$ cat src/rtl/gray_pkg.sv
// Shared helpers for the Gray-to-binary tracker.
// Gray decode, popcount and default error-counter width.
package gray_pkg;

  localparam int ERR_CNT_W_DEF = 8;
  localparam int MAX_W = 16;

  // Bit i of the binary value is the XOR of gray bits MAX_W-1..i.
  // Narrower words are zero-extended, which leaves the result exact.
  function automatic logic [MAX_W-1:0] g2b(
    input logic [MAX_W-1:0] gray
  );
    logic [MAX_W-1:0] b;
    b[MAX_W-1] = gray[MAX_W-1];
    for (int i = MAX_W-2; i >= 0; i--)
      b[i] = b[i+1] ^ gray[i];
    return b;
  endfunction

  function automatic logic [4:0] popcount(
    input logic [MAX_W-1:0] v
  );
    logic [4:0] n;
    n = '0;
    for (int i = 0; i < MAX_W; i++)
      n = n + 5'(v[i]);
    return n;
  endfunction

endpackage

$ cat src/rtl/sync_ff.sv
// Multi-stage flop chain bringing an async bus into clk.
// Ports: clk, rst_n (async low), d in, q out after STAGES edges.
module sync_ff #(
  parameter int WIDTH  = 4,
  parameter int STAGES = 2
) (
  input  logic             clk,
  input  logic             rst_n,
  input  logic [WIDTH-1:0] d,
  output logic [WIDTH-1:0] q
);

  logic [WIDTH-1:0] chain [STAGES];

  always_ff @(posedge clk or negedge rst_n) begin
    if (!rst_n) begin
      for (int i = 0; i < STAGES; i++)
        chain[i] <= '0;
    end else begin
      chain[0] <= d;
      for (int i = 1; i < STAGES; i++)
        chain[i] <= chain[i-1];
    end
  end

  assign q = chain[STAGES-1];

endmodule

$ cat src/rtl/gray_to_binary_tracker.sv
// Synchronise a Gray bus, decode it, classify each change.
// Ports: clk, rst_n, gray_in, clear_err -> bin_out, bin_valid,
// step_up, step_down, err_multi, err_count.
module gray_to_binary_tracker
  import gray_pkg::*;
#(
  parameter int WIDTH       = 4,
  parameter int SYNC_STAGES = 2,
  parameter int ERR_CNT_W   = ERR_CNT_W_DEF
) (
  input  logic                 clk,
  input  logic                 rst_n,
  input  logic [WIDTH-1:0]     gray_in,
  input  logic                 clear_err,
  output logic [WIDTH-1:0]     bin_out,
  output logic                 bin_valid,
  output logic                 step_up,
  output logic                 step_down,
  output logic                 err_multi,
  output logic [ERR_CNT_W-1:0] err_count
);

  localparam int PW = 3;

  logic [WIDTH-1:0]     s;
  logic [WIDTH-1:0]     g_q;
  logic [PW-1:0]        pcnt;
  logic [WIDTH-1:0]     d;
  logic [WIDTH-1:0]     b_new;
  logic [WIDTH-1:0]     b_inc;
  logic [WIDTH-1:0]     b_dec;
  logic                 one_bit;

  logic [WIDTH-1:0]     g_q_n;
  logic [WIDTH-1:0]     bin_n;
  logic [PW-1:0]        pcnt_n;
  logic                 valid_n;
  logic                 up_n;
  logic                 dn_n;
  logic                 err_n;
  logic [ERR_CNT_W-1:0] ecnt_n;

  sync_ff #(
    .WIDTH  (WIDTH),
    .STAGES (SYNC_STAGES)
  ) u_sync (
    .clk   (clk),
    .rst_n (rst_n),
    .d     (gray_in),
    .q     (s)
  );

  assign d       = s ^ g_q;
  assign b_new   = WIDTH'(g2b(MAX_W'(s)));
  assign b_inc   = bin_out + WIDTH'(1);
  assign b_dec   = bin_out - WIDTH'(1);
  assign one_bit = popcount(MAX_W'(d)) == 5'd1;

  always_comb begin
    g_q_n   = g_q;
    bin_n   = bin_out;
    pcnt_n  = pcnt;
    valid_n = bin_valid;
    up_n    = 1'b0;
    dn_n    = 1'b0;
    err_n   = 1'b0;
    // The chain holds reset zeros until it has been refilled,
    // so the first real sample is taken only after that.
    if (!bin_valid) begin
      if (pcnt == PW'(SYNC_STAGES)) begin
        valid_n = 1'b1;
        g_q_n   = s;
        bin_n   = b_new;
      end else begin
        pcnt_n  = pcnt + PW'(1);
      end
    end else if (d != '0) begin
      g_q_n = s;
      bin_n = b_new;
      unique case (1'b1)
        one_bit && (b_new == b_inc): up_n  = 1'b1;
        one_bit && (b_new == b_dec): dn_n  = 1'b1;
        default:                     err_n = 1'b1;
      endcase
    end
  end

  // Clear first, then count this cycle's error on top of it.
  always_comb begin
    ecnt_n = clear_err ? '0 : err_count;
    if (err_n && (ecnt_n != '1))
      ecnt_n = ecnt_n + ERR_CNT_W'(1);
  end

  always_ff @(posedge clk or negedge rst_n) begin
    if (!rst_n) begin
      g_q       <= '0;
      bin_out   <= '0;
      pcnt      <= '0;
      bin_valid <= 1'b0;
      step_up   <= 1'b0;
      step_down <= 1'b0;
      err_multi <= 1'b0;
      err_count <= '0;
    end else begin
      g_q       <= g_q_n;
      bin_out   <= bin_n;
      pcnt      <= pcnt_n;
      bin_valid <= valid_n;
      step_up   <= up_n;
      step_down <= dn_n;
      err_multi <= err_n;
      err_count <= ecnt_n;
    end
  end

endmodule

$ cat config.mk
export PLATFORM = sky130hd
export DESIGN_NAME = gray_to_binary_tracker
export DESIGN_NICKNAME = d
export VERILOG_FILES = /design/src/rtl/gray_pkg.sv /design/src/rtl/sync_ff.sv /design/src/rtl/gray_to_binary_tracker.sv
export SDC_FILE = /design/constraint.sdc
export NUM_CORES = 1
export LEC_CHECK = 0
export ABC_AREA = 0
export BUFFER_PORTS_ARGS = -buffer_cell sky130_fd_sc_hd__buf_2
export CELL_PAD_IN_SITES_DETAIL_PLACEMENT = 2
export CELL_PAD_IN_SITES_GLOBAL_PLACEMENT = 2
export CORE_MARGIN = 1
export CORE_UTILIZATION = 39
export DETAILED_ROUTE_END_ITERATION = 8
export GPL_TIMING_DRIVEN = 0
export MAX_ROUTING_LAYER = met4
export PLACE_DENSITY_LB_ADDON = 0.1
export SLEW_MARGIN = 20
export SYNTH_ARGS = -nofsm -noshare
export SYNTH_HDL_FRONTEND = slang
export SYNTH_HIERARCHICAL = 1
export SYNTH_SLANG_ARGS = --single-unit
$ cat constraint.sdc
create_clock -name clk -period 6.2 [get_ports clk]
set_input_delay 1.24 -clock clk [delete_from_list [all_inputs] [get_ports clk]]
set_output_delay 1.24 -clock clk [all_outputs]
set_load 0.02 [all_outputs]
==> out/metrics.yaml <==
synth_seq_cells: 30
reg2reg_from: "u_sync/q[3]$_DFF_PN0_"
finalMaxSlewViolations: 0
cts_hold_buf: 0
grt_pass1_wl_um: 6040
crit_start: "u_sync/q[3]$_DFF_PN0_"
area.sequential_um2: 751
max_freq_mhz: 314
cts_resized: 0
clkSinkCount: 30
post-route-util_pct: 49.0
yosysUniqueCellTypes: 32
syn_area_per_cell_um2: 11.3
syn_inst: 137
grt_max_degree: 31
clk_latency_ns: 0.28
gp_congestion: 0.728
hold_viol_final: 0
drtPass1Iterations: 2
grt.overflow.total: 0
place_ws_ns: 3.01
required_ns: 6.40
die_x_um: 65.1
drv_cap: 0
status: "finished clean"
rsz0062_at_grt: "false"
leakage_nw: 0.865
core_area_mm2: 0.00374
crit_path_end_kind: "flip-flop"
yosysTopAreaCell: "dfrtp_1"
vias: 1060
arrival_ns: 3.38
crit_type: "reg -> reg"
cts_buffer_depth: 2
cts-root-buf: "clkbuf_8"
die_h_um: 65.1
final_net_count: 182
cp-start-kind: "flip-flop"
fin_crit_ns: 3.18
multi_input_area_um2: 714
ios: 23
finalCritPeriodShare_pct: 51.3
antennaDiodeCount: 0
setup_ws_ns: 3.02
synth_common_cells: "dfrtp_1 (30), xnor2_1 (14), inv_1 (12)"
synth_most_common_cell: "dfrtp_1"
first_iter_violations: 34
yosysSeqAreaShare_pct: 48.3
async_flop_share_pct: 100
grt_pass1_vias: 1212
ys_warn_count: 6
power.density_mw_per_mm2: 312
die_area_mm2: 0.00424
vias_per_cell: 4.93
syn2layout_area_growth_pct: 18.1
clk_pin_slew_ns: 0.06
start_util_pct: 41.5
cts_setup_buffers: 0
max-slew-margin-rel_pct: 56.1
syn_area_mm2: 0.00155
place_hpwl_um: 2430
wl_um: 3470
fin_skew_ns: 0.00482
io_buffers: 22
htreeDepth: 2
setup_tns_ns: 0
antenna_found_initial: 0
netlist.area_leader.share_pct: 48.3
drc_errors: 0
layout-drive-gt1-share_pct: 28.7
path_max_fanout: 9
ant_nets: 0
ir_drop_v: 0.000179
rows: 22
grt_usage_pct: 20.2
hp-class: "reg -> reg"
cts_buffers: 5
cts_tree: "done"
syn-num-nets: 153
nFillCells: 398
synth.area.top_cells: "dfrtp_1 (48%), xnor2_1 (7.9%), ha_1 (6.4%)"
finalSetupViolations: 0
worst_pin_slew_ns: 0.658
wl_per_cell_um: 16.1
synth_edf_count: 0
worstHoldStart: "u_sync/chain[5]$_DFF_PN0_"
synth_ff_type: "dfrtp_1"
## state kept, by name, indices dropped and copies added (netlist names)
register,flops
bin_out,4
err_multi,1
bin_valid,1
step_down,1
step_up,1
g_q,3
pcnt,3
err_count,8
u_sync/q,4
u_sync/chain,4
## cells by family after synthesis
kind of cell               share of synthesized area (%)
adders and majority gates                           7.74
AOI/OAI and AO/OA                                   5.16
and+or+nand+nor                                     14.5
buffers and inverters                               5.64
xor gates and xnor gates                            12.8
DFF                                                 48.3
muxes                                               5.80
## worst paths after layout
path,end,slack [ns],cells after the start
setup / recovery,err_count[4]$_DFF_PN0_,3.02,11
hold / removal,u_sync/q[1]$_DFF_PN0_,0.35,0
setup reg to reg,err_count[4]$_DFF_PN0_,3.02,11
hold reg to reg,u_sync/q[1]$_DFF_PN0_,0.35,0
max in group asynchronous,pcnt[2]$_DFFE_PN0P_,4.78,1
min in group asynchronous,step_up$_DFF_PN0_,0.99,1
## per-stage QoR
stage               area (um2)  hold WS, ns  total power [mW]  instances
floorplan                 1550        0.331             0.343        137
global placement          1720        0.332             0.380        207
detailed placement        1720        0.338             0.389        207
CTS                       1830        0.353             0.582        215
global route              1830        0.368             0.604        215
finish                    1830        0.350             0.571        215
## power breakdown
| part | switching (mW) | internal (mW) | leakage [nW] |
|---|---|---|---|
| Sequential | 0.0165 | 0.215 | 0.364 |
| Combinational | 0.0884 | 0.0658 | 0.444 |
| Clock | 0.0732 | 0.112 | 0.0575 |
| Total | 0.178 | 0.393 | 0.865 |
## cell usage in the layout, fill, tap and decap left out, drive strengths merged, types with 3 or more instances in the layout
cell	n
a21oi	6
ha	8
mux2i	3
dfrtp	30
xor2	6
nor3	8
nor2	5
or3	3
nand3	4
nand2	6
clkbuf	8
buf	28
nand2b	5
xnor2	14
inv	12
mux2	5
## layer usage
metal | global-route usage [%] | share of wire [%]
met4 | 8.70 | 1.8
met3 | 4.51 | 3.4
met5 | - | 0
met2 | 33.6 | 52
met1 | 23.5 | 42
## layout make-up
class / instances / share of cell area, %
Inverter: 12 / 2.46
Sequential cell: 30 / 41.0
Clock buffer: 8 / 6.01
Multi-Input combinational cell: 89 / 39.0
Buffer: 6 / 2.32
Timing Repair Buffer: 22 / 6.01
Tap cell: 48 / 3.28
## worst max-delay path: stages (launching register included)
cell	delay (ns)
dfrtp_1	0.38
buf_4	0.15
xnor2_1	0.33
inv_1	0.14
fa_1	0.46
ha_1	0.20
ha_1	0.28
nor2_1	0.05
nand3_1	0.17
a21oi_4	0.10
or4_2	0.64
a21oi_1	0.20
No activity file was read; power rests on OpenSTA's default activity.
